[src/rtl/reg_writeback_if.sv]
// rtl/reg_writeback_if.sv - ALU/load/memory/register-file signal bundle for reg_writeback
interface reg_writeback_if;
  logic        alu_valid;
  logic [4:0]  alu_rd;
  logic [31:0] alu_data;
  logic        alu_ready;
  logic        ld_issue;
  logic [4:0]  ld_rd;
  logic [2:0]  ld_funct3;
  logic [1:0]  ld_offset;
  logic        mem_rsp_valid;
  logic [31:0] mem_rsp_data;
  logic [4:0]  rs1;
  logic [4:0]  rs2;
  logic        ld_busy;
  logic        ld_hazard;
  logic        regwrite;
  logic [4:0]  rd;
  logic [31:0] rd_data;

  modport slave (
    input  alu_valid, alu_rd, alu_data, ld_issue, ld_rd, ld_funct3, ld_offset,
           mem_rsp_valid, mem_rsp_data, rs1, rs2,
    output alu_ready, ld_busy, ld_hazard, regwrite, rd, rd_data
  );

  modport master (
    output alu_valid, alu_rd, alu_data, ld_issue, ld_rd, ld_funct3, ld_offset,
           mem_rsp_valid, mem_rsp_data, rs1, rs2,
    input  alu_ready, ld_busy, ld_hazard, regwrite, rd, rd_data
  );
endinterface

[src/rtl/reg_writeback.sv]
// rtl/reg_writeback.sv - register writeback arbiter: one outstanding load plus ALU results
module reg_writeback (
  input logic          clk,
  input logic          rst_n,
  reg_writeback_if.slave bus
);
  typedef enum logic {IDLE, WAIT_MEM} state_t;

  state_t      state;
  state_t      state_next;
  logic        ld_take;
  logic        rsp_take;
  logic        alu_take;
  logic [4:0]  pend_rd;
  logic [2:0]  pend_funct3;
  logic [1:0]  pend_offset;
  logic [7:0]  byte_sel;
  logic [15:0] half_sel;
  logic [31:0] ld_data;

  always_ff @(posedge clk) begin
    if (!rst_n) state <= IDLE;
    else        state <= state_next;
  end

  always_comb begin
    state_next = state;
    ld_take    = 1'b0;
    rsp_take   = 1'b0;
    case (state)
      IDLE: begin
        if (bus.ld_issue) begin
          ld_take    = 1'b1;
          state_next = WAIT_MEM;
        end
      end
      WAIT_MEM: begin
        if (bus.mem_rsp_valid) begin
          rsp_take   = 1'b1;
          state_next = IDLE;
        end
      end
      default: state_next = IDLE;
    endcase
  end

  // Status outputs are forced to their idle values while reset is asserted,
  // before the synchronous reset has had an edge to clear the state.
  assign bus.alu_ready = !rst_n || !rsp_take;
  assign bus.ld_busy   = rst_n && (state == WAIT_MEM);
  assign bus.ld_hazard = bus.ld_busy && (pend_rd != 5'd0) &&
                         ((bus.rs1 == pend_rd) || (bus.rs2 == pend_rd));
  assign alu_take      = bus.alu_valid && bus.alu_ready;

  always_ff @(posedge clk) begin
    if (!rst_n) begin
      pend_rd     <= 5'd0;
      pend_funct3 <= 3'd0;
      pend_offset <= 2'd0;
    end else if (ld_take) begin
      pend_rd     <= bus.ld_rd;
      pend_funct3 <= bus.ld_funct3;
      pend_offset <= bus.ld_offset;
    end
  end

  always_comb begin
    case (pend_offset)
      2'd0:    byte_sel = bus.mem_rsp_data[7:0];
      2'd1:    byte_sel = bus.mem_rsp_data[15:8];
      2'd2:    byte_sel = bus.mem_rsp_data[23:16];
      default: byte_sel = bus.mem_rsp_data[31:24];
    endcase
    half_sel = pend_offset[1] ? bus.mem_rsp_data[31:16] : bus.mem_rsp_data[15:0];
    case (pend_funct3)
      3'b000:  ld_data = {{24{byte_sel[7]}}, byte_sel};
      3'b001:  ld_data = {{16{half_sel[15]}}, half_sel};
      3'b100:  ld_data = {24'd0, byte_sel};
      3'b101:  ld_data = {16'd0, half_sel};
      default: ld_data = bus.mem_rsp_data;
    endcase
  end

  // Writes to x0 still update rd/rd_data but never raise regwrite.
  always_ff @(posedge clk) begin
    if (!rst_n) begin
      bus.regwrite <= 1'b0;
      bus.rd       <= 5'd0;
      bus.rd_data  <= 32'd0;
    end else if (rsp_take) begin
      bus.regwrite <= (pend_rd != 5'd0);
      bus.rd       <= pend_rd;
      bus.rd_data  <= ld_data;
    end else if (alu_take) begin
      bus.regwrite <= (bus.alu_rd != 5'd0);
      bus.rd       <= bus.alu_rd;
      bus.rd_data  <= bus.alu_data;
    end else begin
      bus.regwrite <= 1'b0;
    end
  end
endmodule

[src/flat_wrapper.sv]
// flat-port wrapper written by rule: the top's interface ports become plain ports
module reg_writeback_flat 
  (clk, rst_n, bus_alu_valid, bus_alu_rd, bus_alu_data, bus_ld_issue, bus_ld_rd, bus_ld_funct3, bus_ld_offset, bus_mem_rsp_valid, bus_mem_rsp_data, bus_rs1, bus_rs2, bus_alu_ready, bus_ld_busy, bus_ld_hazard, bus_regwrite, bus_rd, bus_rd_data);
  reg_writeback_if bus_i ();
  input logic clk;
  input logic rst_n;
  input wire logic [$bits(bus_i.alu_valid)-1:0] bus_alu_valid;
  input wire logic [$bits(bus_i.alu_rd)-1:0] bus_alu_rd;
  input wire logic [$bits(bus_i.alu_data)-1:0] bus_alu_data;
  input wire logic [$bits(bus_i.ld_issue)-1:0] bus_ld_issue;
  input wire logic [$bits(bus_i.ld_rd)-1:0] bus_ld_rd;
  input wire logic [$bits(bus_i.ld_funct3)-1:0] bus_ld_funct3;
  input wire logic [$bits(bus_i.ld_offset)-1:0] bus_ld_offset;
  input wire logic [$bits(bus_i.mem_rsp_valid)-1:0] bus_mem_rsp_valid;
  input wire logic [$bits(bus_i.mem_rsp_data)-1:0] bus_mem_rsp_data;
  input wire logic [$bits(bus_i.rs1)-1:0] bus_rs1;
  input wire logic [$bits(bus_i.rs2)-1:0] bus_rs2;
  output wire logic [$bits(bus_i.alu_ready)-1:0] bus_alu_ready;
  output wire logic [$bits(bus_i.ld_busy)-1:0] bus_ld_busy;
  output wire logic [$bits(bus_i.ld_hazard)-1:0] bus_ld_hazard;
  output wire logic [$bits(bus_i.regwrite)-1:0] bus_regwrite;
  output wire logic [$bits(bus_i.rd)-1:0] bus_rd;
  output wire logic [$bits(bus_i.rd_data)-1:0] bus_rd_data;
  assign bus_i.alu_valid = bus_alu_valid;
  assign bus_i.alu_rd = bus_alu_rd;
  assign bus_i.alu_data = bus_alu_data;
  assign bus_i.ld_issue = bus_ld_issue;
  assign bus_i.ld_rd = bus_ld_rd;
  assign bus_i.ld_funct3 = bus_ld_funct3;
  assign bus_i.ld_offset = bus_ld_offset;
  assign bus_i.mem_rsp_valid = bus_mem_rsp_valid;
  assign bus_i.mem_rsp_data = bus_mem_rsp_data;
  assign bus_i.rs1 = bus_rs1;
  assign bus_i.rs2 = bus_rs2;
  assign bus_alu_ready = bus_i.alu_ready;
  assign bus_ld_busy = bus_i.ld_busy;
  assign bus_ld_hazard = bus_i.ld_hazard;
  assign bus_regwrite = bus_i.regwrite;
  assign bus_rd = bus_i.rd;
  assign bus_rd_data = bus_i.rd_data;
  reg_writeback u_core (.clk(clk), .rst_n(rst_n), .bus(bus_i));
endmodule
[config.mk]
export PLATFORM = sky130hd
export DESIGN_NAME = reg_writeback_flat
export DESIGN_NICKNAME = d
export VERILOG_FILES = /design/src/rtl/reg_writeback_if.sv /design/src/rtl/reg_writeback.sv /design/src/flat_wrapper.sv
export SDC_FILE = /design/constraint.sdc
export NUM_CORES = 1
export LEC_CHECK = 0
export CELL_PAD_IN_SITES_DETAIL_PLACEMENT = 0
export CELL_PAD_IN_SITES_GLOBAL_PLACEMENT = 1
export CORE_UTILIZATION = 30
export CTS_BUF_LIST = sky130_fd_sc_hd__clkbuf_4
export DETAILED_ROUTE_END_ITERATION = 8
export PLACE_DENSITY = 0.79
export SLEW_MARGIN = 20
export SYNTH_ARGS = -nofsm -noshare
export SYNTH_HDL_FRONTEND = slang
export SYNTH_SLANG_ARGS = --single-unit
[constraint.sdc]
create_clock -name clk -period 1.8 [get_ports clk]
set_input_delay 0.18 -clock clk [delete_from_list [all_inputs] [get_ports clk]]
set_output_delay 0.18 -clock clk [all_outputs]
set_load 0.01 [all_outputs]
## Yosys cells after proc, flatten, opt, wreduce, memory -nomap -nowiden

Cells that the tools add are included.

| storage, ports and cells | value |
|---|---|
| word-level logic and storage cells | 43 |
| output and inout port bits | 41 |
| flip-flop bits (word level) | 49 |
| input bits | 94 |

| operators by class | value |
|---|---|
| mux-type cells | 15 |
| bitwise logic cells | 1 |
| reductions and logical operators | 13 |
| equality and inequality tests | 7 |

Operators by type and width:

| cell | number |
|---|---|
| one-hot mux 32 bit (4 select lines) | 1 |
| 2-to-1 mux 32 bit | 2 |
| one-hot mux 8 bit (3 select lines) | 1 |
| 2-to-1 mux 16 bit | 1 |
| == test 5 bit | 2 |
| 2-to-1 mux 5 bit | 2 |
| nonzero test 5 bit | 2 |
| 2-to-1 mux 1 bit | 7 |
| == test 3 bit, second input constant | 2 |
| logical AND 1 bit | 4 |
| == test 3 x 1 -> 1 bit, second input constant | 1 |
| logical NOT 3 bit | 1 |
| == test 2 x 1 -> 1 bit, second input constant | 1 |
| == test 2 bit, second input constant | 1 |
| logical NOT 1 bit | 2 |
| logical NOT 2 bit | 1 |
| logical OR 1 bit | 2 |
| one-hot mux 1 bit (2 select lines) | 1 |
| nonzero test 2 bit | 1 |
| inverter 1 bit | 1 |

## Longest topological paths before layout

Gate-level depths: netlist (run 1).

| depth | value |
|---|---|
| depth after elaboration | 7 |
| mapped depth | 6 |
| depth with buffers taken out | 4 |

## Worst setup path after synthesis (run 1)

Ideal clock, no wire load.

| timing path | value |
|---|---|
| path kind | register to register |
| start point | register u_core.pend_offset[1] |
| end point | register u_core.bus.rd_data[14] |
| clock period less this slack | 1445 ps |
| cell stages (with the launch flop) | 4 |
| data required time | 1669 ps |
| setup time | 131 ps |
| setup slack | 355 ps |
| path buffers | 0 |
| data arrival time | 1314 ps |
| path through | dfxtp_1 -> mux4_2 -> a211oi_4 -> a21oi_1 |

| on the way | value |
|---|---|
| word-level cells in the longest chain between the ends | 4 |
| elaborated cells between the ends (all ways) | 7 |
| those cells by class | eq/ne (2); mux (4); reduce/logical (1) |

RTL lines:

| item | line | text |
|---|---|---|
| start: declaration | reg_writeback.sv:16 | `logic [1:0] pend_offset;` |
| start signal: assignment | reg_writeback.sv:63 | `pend_offset <= bus.ld_offset;` |
| == test 2 bit (tied with other cells) | reg_writeback.sv:68 | `case (pend_offset)` |
| one-hot mux 8 bit (3 select lines) | reg_writeback.sv:68 |  |
| one-hot mux 32 bit (4 select lines) * | reg_writeback.sv:75 | `case (pend_funct3)` |
| 2-to-1 mux 32 bit * | reg_writeback.sv:90 | `end else if (rsp_take) begin` |
| end signal: assignment | reg_writeback.sv:93 | `bus.rd_data <= ld_data;` |
| end signal: assignment | reg_writeback.sv:97 | `bus.rd_data <= bus.alu_data;` |
| end: declaration | reg_writeback_if.sv:24 | `output alu_ready, ld_busy, ld_hazard, regwrite, rd, rd_data` |

Mark *: on every way between the ends. The rest lies on a longest branch, timed or not.
A chain may end at the register's enable or synchronous reset.

## Worst setup path after layout (run 1)

| timing path | value |
|---|---|
| start point | register u_core.pend_rd[0] |
| end point | output port bus_ld_hazard |

| on the way | value |
|---|---|
| word-level cells in the longest chain between the ends | 3 |
| elaborated cells between the ends (all ways) | 6 |
| those cells by class | eq/ne (2); reduce/logical (4) |

RTL lines:

| item | line | text |
|---|---|---|
| start: declaration | reg_writeback.sv:14 | `logic [4:0] pend_rd;` |
| start signal: assignment | reg_writeback.sv:61 | `pend_rd <= bus.ld_rd;` |
| == test 5 bit or nonzero test 5 bit (tied branches) | reg_writeback.sv:52, reg_writeback.sv:51 |  |
| logical OR 1 bit or logical AND 1 bit (tied branches) | reg_writeback.sv:52, reg_writeback.sv:51 |  |
| logical AND 1 bit * | reg_writeback.sv:51 | `assign bus.ld_hazard = bus.ld_busy && (pend_rd != 5'd0) &&` |
| end: declaration | flat_wrapper.sv:20 | `output wire logic [$bits(bus_i.ld_hazard)-1:0] bus_ld_hazard;` |

Marks and branches as above.

==> results of run 1 <==
## path summary, 6_finish.rpt
kind / startpoint / endpoint / slack, ns / cells after the start
worst max-delay path: u_core.pend_rd[0] / bus_ld_hazard / 0.06 / 4
worst max register to register: u_core.pend_offset[1] / u_core.bus.rd_data[8] / 0.18 / 3
worst min register to register: u_core.pend_rd[0] / u_core.pend_rd[0] / 0.49 / 2
worst min-delay path: bus_alu_valid / u_core.bus.regwrite / 0.34 / 4
## state kept, by name (all words and copies together) (netlist names)
register,flops
u_core.bus.rd,5
u_core.pend_rd,5
u_core.bus.rd_data,32
u_core.bus.regwrite,1
u_core.state,1
u_core.pend_funct3,3
u_core.pend_offset,2
## cell type report
type,count,share of cell area
clock buffer,5,0.00817
clock inverter,3,0.00898
inverter,1,0.000817
multi-input combinational,287,0.395
sequential,49,0.215
tap,129,0.0351
timing repair buffer,158,0.338
## logic make-up (layout without fill, tap and decap cells)
kind of cell	Yosys count	after routing	share of synthesized area
muxes	26	26	0.0986
xor gates and xnor gates	10	10	0.0299
AOI/OAI and AO/OA	115	115	0.276
and+or+nand+nor	136	136	0.210
DFF	49	49	0.334
buffers and inverters	29	167	0.0508
## power by group through the flow
stage | Combinational [mW] | Clock [mW] | Sequential [mW]
4_1_cts | 0.883 | 0.692 | 1.23
3_3_place_gp | 0.869 | 0 | 1.25
6_report | 0.874 | 0.664 | 1.23
3_5_place_dp | 0.873 | 0 | 1.25
5_1_grt | 0.953 | 0.728 | 1.25
2_1_floorplan | 0.366 | 0 | 1.28
## synthesized netlist by cell type, types with 5 or more instances
cell type / number / area share
mux2i_1: 12 / 0.041
nor2b_1: 11 / 0.023
a21boi_0: 11 / 0.028
a31o_2: 7 / 0.021
clkbuf_1: 11 / 0.014
o211a_1: 5 / 0.017
a22oi_1: 12 / 0.031
a21oi_1: 30 / 0.051
nand2_1: 91 / 0.12
o21ai_0: 23 / 0.039
mux2_2: 13 / 0.050
buf_2: 11 / 0.019
a21oi_2: 11 / 0.033
nand3_1: 10 / 0.017
xor2_1: 6 / 0.018
o311ai_0: 7 / 0.021
dfxtp_1: 49 / 0.33
and2_1: 9 / 0.019
## layer usage
metal,GRT usage,share of wire,vias to the layer above
li1,-,-,1560
met1,0.234,0.46,1404
met2,0.321,0.48,91
met3,0.0326,0.059,5
met4,0.0301,0.0043,0
met5,0,0,-
## per-stage QoR
step                cells  cell area [sq um]
finish                632               4600
global route          632               4600
CTS                   632               4590
detailed placement    624               4500
global placement      624               4500
floorplan             365               2930
## critical path, stage by stage, from the launching register on
cell and delay [ns]:
dfxtp_2 0.36, or4_4 0.51, o21ai_2 0.13, a21oi_1 0.05, buf_2 0.13
## timing repair
item / in CTS / in global routing
setup endpoints to repair: 3 / 2
resized for setup: 11 / 3
gates cloned: 0 / 0
pin swaps: 1 / 6
==> results.py, run 1 <==
metrics = {
    "pwr": {
        "power_leakage_nw": 1.79,
        "p_clk_frac": 0.240,
        "power_frac_comb": 0.316,
        "pwr-share-seq": 0.444,
        "ir_drop_mv": 0.329,
        "p_int_mw": 1.97,
        "p_total_mw": 2.77,
        "sw_frac_of_total": 0.287,
        "p_per_area_nw_per_um2": 603,
        "power.switching_mw": 0.796,
    },
    "floorplanning": {
        "ios": 135,
        "initial_utilization": 0.313,
        "die_area_sq_um": 10200,
        "die_w_um": 101,
        "rows": 35,
        "core_area_sq_um": 9370,
        "die_h_um": 101,
    },
    "sta": {
        "worst_pin_slew_ns": 0.464,
        "hold_violations": 0,
        "grt_setup_unrepaired": "yes",
        "clock_skew_ns": 0.0165,
        "worst_slack_ns": 0.0643,
        "fin_hold_ws_ns": 0.335,
        "fin_crit_sh": 0.964,
        "setup_violations": 0,
        "period_minus_slack_ns": 1.74,
        "finalSetupTns_ns": 0,
        "fmax_ghz": 0.576,
        "slew_violations": 0,
        "relSlewSlack": 0.691,
    },
    "layout": {
        "final_util": 0.490,
        "fin_nets": 596,
        "drive_gt1_frac": 0.153,
        "regArea_sq_um": 987,
        "mostFrequentLayoutCells": "131 x clkdlybuf4s50_1, 91 x nand2_1, 46 x dfxtp_1",
        "multiInputGateArea_sq_um": 1810,
        "final_common_cell": "clkdlybuf4s50_1",
        "area_delta_synth_final_pct": 56.7,
        "fillers": 985,
        "num_antenna_cells": 0,
    },
    "placed_design": {
        "dp_slack_ns": -0.0982,
        "io_buffers": 134,
        "place_congestion": 0.841,
        "hpwlAfterDp_mm": 7.16,
    },
    "drt": {
        "drt_iter0_markers": 78,
        "totalWireLength_mm": 9.24,
        "antenna_left": 0,
        "avgRoutedWirePerCell_um": 14.6,
        "drc_errors": 0,
        "viasPerCell": 4.84,
        "first_pass_iters": 4,
        "vias": 3060,
    },
    "clock_network": {
        "clkTransAtPathRegs_ns": 0.15,
        "cts_setup_buffers": 0,
        "cts_buffer_depth": 2,
        "cts_tree": "built",
        "clock-sinks": 49,
        "clock_latency_ns": 0.37,
        "htreeDepth": 2,
        "cts-root-buf": "clkbuf_4",
        "hold_buffers": 0,
        "cts_made_buffers": 5,
    },
    "yosys": {
        "synth-async-reset-ratio": 0,
        "yosysUniqueCellTypes": 39,
        "netlist_area_sq_um": 2930,
        "synth-edff-count": 0,
        "syn_inst": 365,
        "synth-seq-cells": 49,
        "yosysSeqAreaShare": 0.334,
        "synth_warnings": 0,
        "synth_ff_type": "dfxtp_1",
        "avgSynthCellArea_sq_um": 8.04,
        "synth.net_count": 459,
    },
    "worst_setup_path": {
        "crit_type": "reg2out",
        "worstSetupStartpointType": "flip-flop",
        "crit_required_ns": 1.62,
        "worstPathArrival_ns": 1.56,
        "crit_path_max_fanout": 3,
        "setup.worst_path.end_class": "output pin",
    },
    "worst_hold_path": {
        "hold_path_class": "in2reg",
    },
    "flow_run": {
        "maxCapViolCount": 0,
    },
    "global_routing": {
        "overflow": 0,
        "grt_pass1_wl_mm": 14.6,
        "antenna_found_initial": 0,
        "grt_pass1_vias": 3053,
        "grtUsageTotal": 0.182,
        "grt_max_degree": 51,
    },
    "outcome": {
        "status": "finished clean",
    },
}
Note: power is estimated with default switching activity, not from simulation.
==> run 2, diff against run 1 <==
CAP_MARGIN = 20   (was not set)
CORE_MARGIN = 4   (was not set)
==> run 2 against run 1 <==
Critical path type unchanged. Setup slack lost 0.042 ns. Register-to-register slack about the same. Sequential share of layout area is essentially flat. Total power grew 0.78%. Combinational power barely moved. First-iteration DRC count is 14% higher. Sequential cell count unchanged. Global-route usage down 1.4 points. Sequential power hardly changed. Via count is 1.1% higher. Hold slack worse by 0.0017 ns.
==> results.py, run 2 (synthesis gave the netlist of run 1 again) <==
metrics = {
    "outcome": {
        "status": "finished clean",
    },
    "floorplanning": {
        "core_area_sq_um": 9370,
        "die_h_um": 107,
        "initial_utilization": 0.313,
        "ios": 135,
        "die_w_um": 107,
        "die_area_sq_um": 11400,
        "rows": 35,
    },
    "clock_network": {
        "cts-root-buf": "clkbuf_4",
        "clkTransAtPathRegs_ns": 0.16,
        "clock-sinks": 49,
        "cts_tree": "built",
        "cts_buffer_depth": 2,
        "cts_made_buffers": 5,
        "htreeDepth": 2,
        "hold_buffers": 0,
        "clock_latency_ns": 0.37,
    },
    "worst_setup_path": {
        "worstPathArrival_ns": 1.60,
        "crit_required_ns": 1.62,
        "worstSetupStartpointType": "flip-flop",
        "crit_type": "reg2out",
        "setup.worst_path.end_class": "output pin",
        "crit_path_max_fanout": 4,
        "worst-r2r-cell-count": 3,
    },
    "sta": {
        "relSlewSlack": 0.672,
        "setup_violations": 0,
        "slew_violations": 0,
        "finalSetupTns_ns": 0,
        "worst_pin_slew_ns": 0.492,
        "clock_skew_ns": 0.0145,
        "worst_slack_ns": 0.0225,
        "period_minus_slack_ns": 1.78,
        "fin_hold_ws_ns": 0.334,
        "hold_violations": 0,
        "fmax_ghz": 0.563,
        "fin_crit_sh": 0.987,
        "grt_setup_unrepaired": "yes",
    },
    "global_routing": {
        "grt_pass1_wl_mm": 15.7,
        "grt_pass1_vias": 3218,
        "overflow": 0,
        "grtUsageTotal": 0.168,
        "grt_max_degree": 51,
        "antenna_found_initial": 0,
    },
    "drt": {
        "first_pass_iters": 4,
        "vias": 3095,
        "avgRoutedWirePerCell_um": 15.5,
        "totalWireLength_mm": 9.79,
        "antenna_left": 0,
        "viasPerCell": 4.90,
        "drt_iter0_markers": 89,
        "drc_errors": 0,
    },
    "layout": {
        "fillers": 967,
        "num_antenna_cells": 0,
        "fin_nets": 595,
        "final_common_cell": "clkdlybuf4s50_1",
        "regMostFlops": "u_core.bus.rd_data",
        "area_delta_synth_final_pct": 56.6,
        "largest_register_ff_count": 32,
        "reg.largest.list": "u_core.bus.rd_data (32), u_core.bus.rd (5), u_core.pend_rd (5)",
        "final_util": 0.490,
        "mostFrequentLayoutCells": "131 x clkdlybuf4s50_1, 91 x nand2_1, 47 x dfxtp_1",
        "drive_gt1_frac": 0.153,
        "fin_cells": 631,
    },
    "pwr": {
        "p_per_area_nw_per_um2": 608,
        "power_leakage_nw": 1.79,
        "ir_drop_mv": 0.403,
    },
    "placed_design": {
        "place_congestion": 0.838,
        "dpl.cell_count": 623,
        "hpwlAfterDp_mm": 7.57,
        "dp_slack_ns": -0.190,
        "io_buffers": 134,
    },
    "worst_hold_path": {
        "hold_path_class": "in2reg",
        "hold_depth": 4,
    },
    "flow_run": {
        "maxCapViolCount": 0,
    },
}
-- run 2: worst max-delay path: stages, from the launching register on --
cell     delay [ns]
dfxtp_4        0.39
or4_4          0.52
o21ai_2        0.15
a21oi_2        0.04
buf_2          0.13
-- run 2: report_power, final --
part	switching (mW)	leakage (nW)	internal (mW)	total, mW
clock	0.376	0.0433	0.305	0.681
sequential	0.0605	0.406	1.17	1.23
combinational	0.366	1.34	0.510	0.876
total	0.803	1.79	1.99	2.79
-- run 2: cell type report --
class	instances	area, sq um	share of cell area
Multi-Input combinational cell	287	1820	0.397
Timing Repair Buffer	157	1540	0.335
Sequential cell	49	986	0.215
Tap cell	129	161	0.0351
Clock buffer	6	45.0	0.00981
Clock inverter	2	33.8	0.00736
Inverter	1	3.75	0.000817
-- run 2: path summary, 6_finish.rpt --
kind | from | to | slack, ns
worst max-delay path | u_core.pend_rd[0] | bus_ld_hazard | 0.02
worst min-delay path | bus_alu_valid | u_core.bus.regwrite | 0.33
worst max register to register | u_core.pend_offset[1] | u_core.bus.rd_data[9] | 0.17
worst min register to register | u_core.pend_funct3[2] | u_core.pend_funct3[2] | 0.52
-- run 2: stage by stage --
step | power (mW) | instance area, sq um
after detailed placement | 2.13 | 4500
after global placement | 2.12 | 4500
after floorplan | 1.64 | 2930
after global routing | 2.93 | 4590
final | 2.79 | 4590
after CTS | 2.82 | 4580
-- run 2: metal layers --
metal  global-route usage  share of wire
met1                0.216           0.45
met2                0.287           0.47
met3               0.0379          0.072
met4               0.0365         0.0097
met5                    0              0
-- run 2: what timing repair did --
action                                  in CTS  in global routing
cloned                                       0                  0
endpoints found under the setup margin       3                  1
resized for setup                           11                  3
buffers inserted                             0                  0
pin swaps                                    2                  4
==> run 3, diff against run 2 <==
GPL_ROUTABILITY_DRIVEN = 0   (was not set)
SETUP_SLACK_MARGIN = 0.1   (was not set)
==> run 3 against run 2 <==
Fmax hardly changed. First-iteration DRC count fell by 6.7%. Total power up 0.30%. Via count is 0.48% higher. Sequential cell count did not move. Routed wire length unchanged. Combinational power rose by 0.8%. Critical path depth stayed put. Non-clock buffer count is 2 higher. Sequential power hardly changed. Die area unchanged. Clock-buffer cell count stayed put. Critical path type unchanged. Largest cell class unchanged. Largest power group unchanged.
==> results.py, run 3 (synthesis gave the netlist of run 1 again) <==
metrics = {
    "outcome": {
        "status": "finished clean",
    },
    "sta": {
        "fmax_ghz": 0.562,
        "worst_pin_slew_ns": 0.484,
        "hold_violations": 0,
        "worst_slack_ns": 0.0221,
        "period_minus_slack_ns": 1.78,
        "grt_setup_unrepaired": "yes",
        "clock_skew_ns": 0.0148,
        "relSlewSlack": 0.677,
        "fin_hold_ws_ns": 0.333,
        "setup_violations": 0,
        "fin_crit_sh": 0.988,
        "slew_violations": 0,
    },
    "drt": {
        "avgRoutedWirePerCell_um": 15.5,
        "antenna_left": 0,
        "viasPerCell": 4.91,
        "totalWireLength_mm": 9.79,
        "drc_errors": 0,
        "vias": 3110,
        "drt_iter0_markers": 83,
        "first_pass_iters": 4,
    },
    "clock_network": {
        "clock_latency_ns": 0.37,
        "cts-root-buf": "clkbuf_4",
        "cts_made_buffers": 5,
        "clock-sinks": 49,
        "htreeDepth": 2,
        "cts_tree": "built",
        "cts_buffer_depth": 2,
        "clkTransAtPathRegs_ns": 0.16,
    },
    "layout": {
        "mostFrequentLayoutCells": "130 x clkdlybuf4s50_1, 91 x nand2_1, 47 x dfxtp_1",
        "drive_gt1_frac": 0.157,
        "largest_register_ff_count": 32,
        "regMostFlops": "u_core.bus.rd_data",
        "reg.largest.list": "u_core.bus.rd_data (32), u_core.bus.rd (5), u_core.pend_rd (5)",
        "final_common_cell": "clkdlybuf4s50_1",
        "area_delta_synth_final_pct": 57.3,
        "fin_nets": 597,
        "num_antenna_cells": 0,
    },
    "global_routing": {
        "grt_pass1_vias": 3224,
        "grt_max_degree": 51,
        "grt_pass1_wl_mm": 15.7,
        "antenna_found_initial": 0,
        "overflow": 0,
        "grtUsageTotal": 0.168,
    },
    "pwr": {
        "power.switching_mw": 0.808,
        "ir_drop_mv": 0.403,
        "p_int_mw": 1.99,
        "p_clk_frac": 0.244,
        "sw_frac_of_total": 0.289,
        "power_frac_comb": 0.316,
        "power_leakage_nw": 1.81,
        "p_per_area_nw_per_um2": 607,
        "pwr-share-seq": 0.440,
    },
    "floorplanning": {
        "die_h_um": 107,
        "rows": 35,
        "die_w_um": 107,
        "die_area_sq_um": 11400,
        "ios": 135,
        "core_area_sq_um": 9370,
        "initial_utilization": 0.313,
    },
    "flow_run": {
        "maxCapViolCount": 0,
    },
    "worst_setup_path": {
        "crit_required_ns": 1.62,
        "worstSetupStartpointType": "flip-flop",
        "crit_type": "reg2out",
        "crit_path_max_fanout": 4,
        "setup.worst_path.end_class": "output pin",
        "worstPathArrival_ns": 1.60,
    },
    "placed_design": {
        "hpwlAfterDp_mm": 7.57,
        "io_buffers": 134,
        "dp_slack_ns": -0.190,
    },
    "worst_hold_path": {
        "hold_path_class": "in2reg",
    },
}
==> run 3: stage by stage <==
step,utilization,TNS (ns),instances,instance area [sq um],power [mW]
final,0.492,0,633,4610,2.80
after global routing,0.492,-0.0363,633,4610,2.94
after CTS,0.489,0,632,4590,2.82
after detailed placement,0.480,-0.829,623,4500,2.13
after global placement,0.480,-0.352,623,4500,2.12
after floorplan,-,0,365,2930,1.64
==> run 3: final timing paths <==
path,from,endpoint,slack [ns],cells past startpoint
setup reg to reg,u_core.pend_offset[1],u_core.bus.rd_data[14],0.18,4
setup / recovery,u_core.pend_rd[0],bus_ld_hazard,0.02,4
hold / removal,bus_alu_valid,u_core.bus.regwrite,0.33,4
hold reg to reg,u_core.pend_funct3[2],u_core.pend_funct3[2],0.52,2
==> run 3: cell type report <==
| type | instances | area (sq um) |
|---|---|---|
| Multi-Input combinational cell | 287 | 1830 |
| Inverter | 1 | 3.75 |
| Timing Repair Buffer | 159 | 1550 |
| Tap cell | 129 | 161 |
| Sequential cell | 49 | 986 |
| Fill cell | 964 | 4760 |
| Clock inverter | 2 | 33.8 |
| Clock buffer | 6 | 45.0 |
==> run 3: routing by layer <==
metal	vias to the layer above	global-route usage	routed length (um)
met1	1443	0.216	4450
met2	93	0.288	4630
li1	1561	-	-
met3	13	0.0379	619
met5	-	0	0
met4	0	0.0365	93
==> run 3: critical path, cell delays in order (launching register included) <==
cell and delay (ns):
dfxtp_4 0.39, or4_4 0.52, o21ai_2 0.15, a21oi_2 0.04
buf_2 0.13
==> run 3: power by group through the flow <==
stage | clock, mW | combinational, mW | sequential [mW]
final | 0.684 | 0.883 | 1.23
after global routing | 0.729 | 0.965 | 1.24
after CTS | 0.703 | 0.888 | 1.23
after detailed placement | 0 | 0.876 | 1.26
after global placement | 0 | 0.869 | 1.25
after floorplan | 0 | 0.366 | 1.28
==> run 3: timing repair <==
item                                    CTS  global route
resized for setup                        12             4
pin swaps                                 2             5
setup buffers                             1             1
endpoints found under the setup margin    3             6
hold buffers                              0             0
